<file path="src/rtl/modinv_helper_invert_compare.sv">
// modinv_helper_invert_compare: word-serial u>v, v==1 and parity scan over two operand buffers
module modinv_helper_invert_compare #(
    parameter int BUFFER_NUM_WORDS = 9,
    parameter int BUFFER_ADDR_BITS = 4
) (
    input  logic                        clk,
    input  logic                        rst,
    input  logic                        ena,
    output logic                        rdy,
    output logic [BUFFER_ADDR_BITS-1:0] u_addr,
    output logic [BUFFER_ADDR_BITS-1:0] v_addr,
    input  logic [31:0]                 u_din,
    input  logic [31:0]                 v_din,
    output logic                        u_gt_v,
    output logic                        v_eq_1,
    output logic                        u_is_even,
    output logic                        v_is_even
);
    localparam int CW = $clog2(BUFFER_NUM_WORDS + 2);
    localparam logic [CW-1:0] CNT_N = CW'(BUFFER_NUM_WORDS);
    localparam logic [CW-1:0] CNT_LAST = CW'(BUFFER_NUM_WORDS + 1);

    logic [CW-1:0] cnt_q, cnt_d;
    logic          gt_q, gt_d, eq1_q, eq1_d, ue_q, ue_d, ve_q, ve_d;
    logic [3:0]    flags_q, flags_d;
    logic          start, fold, first;
    logic [BUFFER_ADDR_BITS-1:0] addr;

    always_comb begin
        start   = cnt_q == '0 && ena;
        fold    = cnt_q >= CW'(2);
        first   = cnt_q == CW'(2);
        cnt_d   = cnt_q == '0 ? CW'(ena) : cnt_q == CNT_LAST ? '0 : cnt_q + 1'b1;
        addr    = (cnt_q != '0 && cnt_q <= CNT_N) ? BUFFER_ADDR_BITS'(cnt_q - 1'b1) : '0;
        gt_d    = start ? 1'b0 : !fold ? gt_q : u_din > v_din ? 1'b1 : u_din < v_din ? 1'b0 : gt_q;
        eq1_d   = start ? 1'b1 : fold ? eq1_q & (v_din == (first ? 32'd1 : 32'd0)) : eq1_q;
        ue_d    = start ? 1'b0 : first ? ~u_din[0] : ue_q;
        ve_d    = start ? 1'b0 : first ? ~v_din[0] : ve_q;
        // commit uses the _d values so the last word, folded on this same edge, is included
        flags_d = cnt_q == CNT_LAST ? {gt_d, eq1_d, ue_d, ve_d} : flags_q;
    end

    always_ff @(posedge clk) begin
        if (rst) begin
            cnt_q   <= '0;
            gt_q    <= 1'b0;
            eq1_q   <= 1'b0;
            ue_q    <= 1'b0;
            ve_q    <= 1'b0;
            flags_q <= '0;
        end else begin
            cnt_q   <= cnt_d;
            gt_q    <= gt_d;
            eq1_q   <= eq1_d;
            ue_q    <= ue_d;
            ve_q    <= ve_d;
            flags_q <= flags_d;
        end
    end

    assign rdy = cnt_q == '0;
    assign u_addr = addr;
    assign v_addr = addr;
    assign {u_gt_v, v_eq_1, u_is_even, v_is_even} = flags_q;
endmodule

</file>
<file path="config.mk">
export PLATFORM = sky130hd
export DESIGN_NAME = modinv_helper_invert_compare
export DESIGN_NICKNAME = d
export VERILOG_FILES = /design/src/rtl/modinv_helper_invert_compare.sv
export SDC_FILE = /design/constraint.sdc
export NUM_CORES = 1
export LEC_CHECK = 0
export BUFFER_PORTS_ARGS = -buffer_cell sky130_fd_sc_hd__buf_2
export CAP_MARGIN = 20
export CORE_UTILIZATION = 40
export CTS_CLUSTER_DIAMETER = 60
export CTS_CLUSTER_SIZE = 28
export DETAILED_ROUTE_END_ITERATION = 10
export PLACE_DENSITY = 0.75
export SKIP_LAST_GASP = 1
export SLEW_MARGIN = 20
export SYNTH_ARGS = -nofsm -noshare
export SYNTH_HDL_FRONTEND = slang
export SYNTH_SLANG_ARGS = --single-unit
</file>
<file path="constraint.sdc">
create_clock -name clk -period 2 [get_ports clk]
set_clock_uncertainty 0.2 [all_clocks]
set_input_delay 0.2 -clock clk [delete_from_list [all_inputs] [get_ports clk]]
set_output_delay 0.2 -clock clk [all_outputs]
set_load 0.005 [all_outputs]
</file>
==> reports/summary.txt <==
outcome -> finished clean
htree depth -> 1
via count -> 1735
Root Buffer -> clkbuf_8
Synth Warn # -> 0
Synth Flop Type -> dfxtp_1
Starting Density -> 43.7%
Final Max Slew Viols -> 0
global route total overflow -> 0
largest fanout on the critical path -> 6
# nets final -> 395
simple logic cell fraction of the synthesized area -> 22.7%
final-layout fill cell count -> 316
port bufs -> 79
DP Cell Count -> 333
Setup crit end kind -> output port
drt wl/cell -> 12.3 microns
Final Hold Viols -> 0
Post-CTS Setup Inserts -> 0
max-cap viol count -> 0
Hold Path Depth -> 2
ANT cells -> 0
final setup vio count -> 0
sequential area share after synthesis -> 15.9%
Design Power -> 0.000918 W
CTS Hold Bufs -> 0
routability cong. -> 0.797
initial DRC count -> 64
Data arrival, critical path -> 1.59 ns
Setup CP Type -> reg -> out
largest net degree at the start of global routing -> 10
Core Box Area -> 0.00347 sq mm
Worst R2R Setup Slack -> 0.03 ns
FF-to-FF path depth -> 7
Post-Syn Instances -> 194
Post-synth EDFFs -> 0
Data required, critical path -> 1.60 ns
adder-cell share of the synthesized area -> 29.7%
Mapped Area -> 0.00152 sq mm
IO Pins -> 80
Cell variety after synth -> 40
async set-reset flop share out of synthesis -> 0%
initial antenna violation count -> 0
Peak Freq -> 503 MHz
Slew HR -> 72.0%
syn nets -> 297
CTS Sinks -> 12
final antenna-violating net count -> 0
Worst-Skew Late Latency -> 0.25 ns
xor/xnor share of the synthesized area -> 0.578%
Post-route DRC -> 0
Routed WL -> 4150 microns
Num CTS Buffers -> 3
Yosys reg bits -> 12
RSZ-0062 raised after global routing -> yes
startpoint types -> flop
Syn Area/Cell -> 7.81 sq um
Reg clk slew, reported paths -> 0.06 ns
WHS Endpoint -> flags_q[2]
Cell Rows -> 21
Worst R2R End -> flags_q[2]
hold_sp -> rst
class of the worst hold path -> in -> reg
largest family of logic cells by synthesized area -> adder cells
DIE WIDTH -> 63.5 microns
area delta synth->final -> 50.0%
DP Area -> 0.00212 sq mm
Period Utilization, post-route -> 99.3%
HPWL Detailed -> 3440 microns
Final Critical Period -> 1.99 ns
DR pass1 iterations -> 4
PD cells -> 404 mW/mm^2
vias per cell -> 5.15
CTS tree -> built
R2R Path Start -> cnt_q[0]
setup TNS -> 0 ns
post-synthesis mux area share -> 0%
Slew @ Worst Pin -> 0.416 ns
All-Layer GR Usage -> 20.4%
number of global-route vias before repair -> 1605
Max Root-Sink Buffers -> 2
first-pass GRT wire length -> 6530 microns
die height -> 63.5 microns
Synth Area in Compound Gates -> 18.7%
share of post-route cells with drive strength above 1 -> 44.3%
Total Die Area -> 0.00404 sq mm
VDD IR max -> 249 uV
Leakage -> 1.23 nW
Design Area, Final -> 0.00227 sq mm
Post-Layout Cell Count -> 337
[state kept, by name, indices dropped and copies added, names as in the netlist]
register,cells
ve_q,1
cnt_q,4
flags_q,4
ue_q,1
gt_q,1
eq1_q,1
[worst max-delay path, stage by stage, from the launching register on]
cell and delay [ns]:
dfxtp_2 0.33, buf_6 0.12, inv_4 0.04, ha_4 0.15
or4_4 0.41, a21oi_2 0.15, buf_2 0.12
[worst max path at each step]
| stage | start | endpoint | cells past startpoint |
|---|---|---|---|
| after floorplan | u_din[19] | flags_q[3] | 6 |
| after global placement | v_din[17] | flags_q[3] | 8 |
| after detailed placement | v_din[17] | flags_q[3] | 8 |
| after CTS | cnt_q[0] | v_addr[3] | 6 |
| after global routing | cnt_q[0] | flags_q[2] | 7 |
| final | cnt_q[1] | v_addr[3] | 6 |
[cell families (layout without fill, tap and decap cells)]
group	after synthesis	after routing
XOR/XNOR	1	1
flip-flops	12	12
AO/OA/AOI/OAI	42	42
buffers and inverters	42	139
adder cells (fa/ha/maj)	36	36
AND/OR/NAND/NOR	61	61
[cells in the mapped netlist (all sizes together), types with 2 or more instances]
cell type  instances  area, sq um
nand2              6         22.5
a22oi              2         15.0
a21boi             2         15.0
nand3              4         20.0
o21a               2         15.0
a221o              2         20.0
nand2b             2         12.5
nand4              9         56.3
nor3               5         25.0
buf                7         56.3
a21oi             15         75.1
inv               34          128
a21o               4         30.0
or4                2         15.0
nor2              14         52.6
ha                36          450
dfxtp             12          240
and2               2         12.5
o21ai              4         20.0
o31a               2         17.5
o22a               3         26.3
nor4              10         62.6
[what timing repair did]
item | 4_1_cts | 5_1_grt
gates resized for setup | 9 | 16
pin swaps | 5 | 9
setup endpoints to repair | 8 | 8
[per-layer routing]
layer  vias up  routed length [microns]  track usage, %
met3        13                      219            2.54
li1        897                        -               -
met1       764                     1880            25.4
met4         0                      121            10.5
met5         -                        0               0
met2        61                     1930            33.9
[metrics by stage]
| step | hold slack (ns) | setup WS [ns] | util (%) |
|---|---|---|---|
| after floorplan | 0.141 | -0.0598 | - |
| after global placement | 0.263 | -0.294 | 61.1 |
| after detailed placement | 0.275 | -0.311 | 61.1 |
| after CTS | 0.0194 | -0.0465 | 63.8 |
| after global routing | 0.0316 | -0.0748 | 65.5 |
| final | 0.0185 | 0.0130 | 65.5 |
[report_power, final]
part	leakage (nW)	switching [W]	internal, W	total [W]
combinational	1.10	0.000181	0.000211	0.000393
clock	0.0288	0.0000994	0.000174	0.000274
sequential	0.0980	0.00000385	0.000247	0.000251
[layout by cell type, fill, tap and decap left out, types with 2 or more instances in the layout]
master,instances
buf_6,3
a21oi_1,14
dfxtp_2,2
nor2_1,14
o31a_1,2
nand3_1,4
nor4_1,10
inv_1,29
a22oi_2,2
ha_4,4
nand2b_1,2
nand4_1,9
ha_1,31
nor3_1,3
clkbuf_8,4
buf_4,21
o21ai_0,4
inv_4,4
a21boi_0,2
dfxtp_1,10
a221o_1,2
nand2_1,6
o21a_1,2
o22a_1,3
buf_2,77
a21o_1,4
[layout make-up]
class / count / area, sq um / area share, %
multi-input cells: 140 / 1200 / 52.9
repair buffers: 101 / 577 / 25.4
flip-flops and latches: 12 / 243 / 10.7
inverters: 34 / 138 / 6.05
well taps: 46 / 57.6 / 2.53
clock buffers: 4 / 55.1 / 2.42
Power figures use the tool's default switching activity.
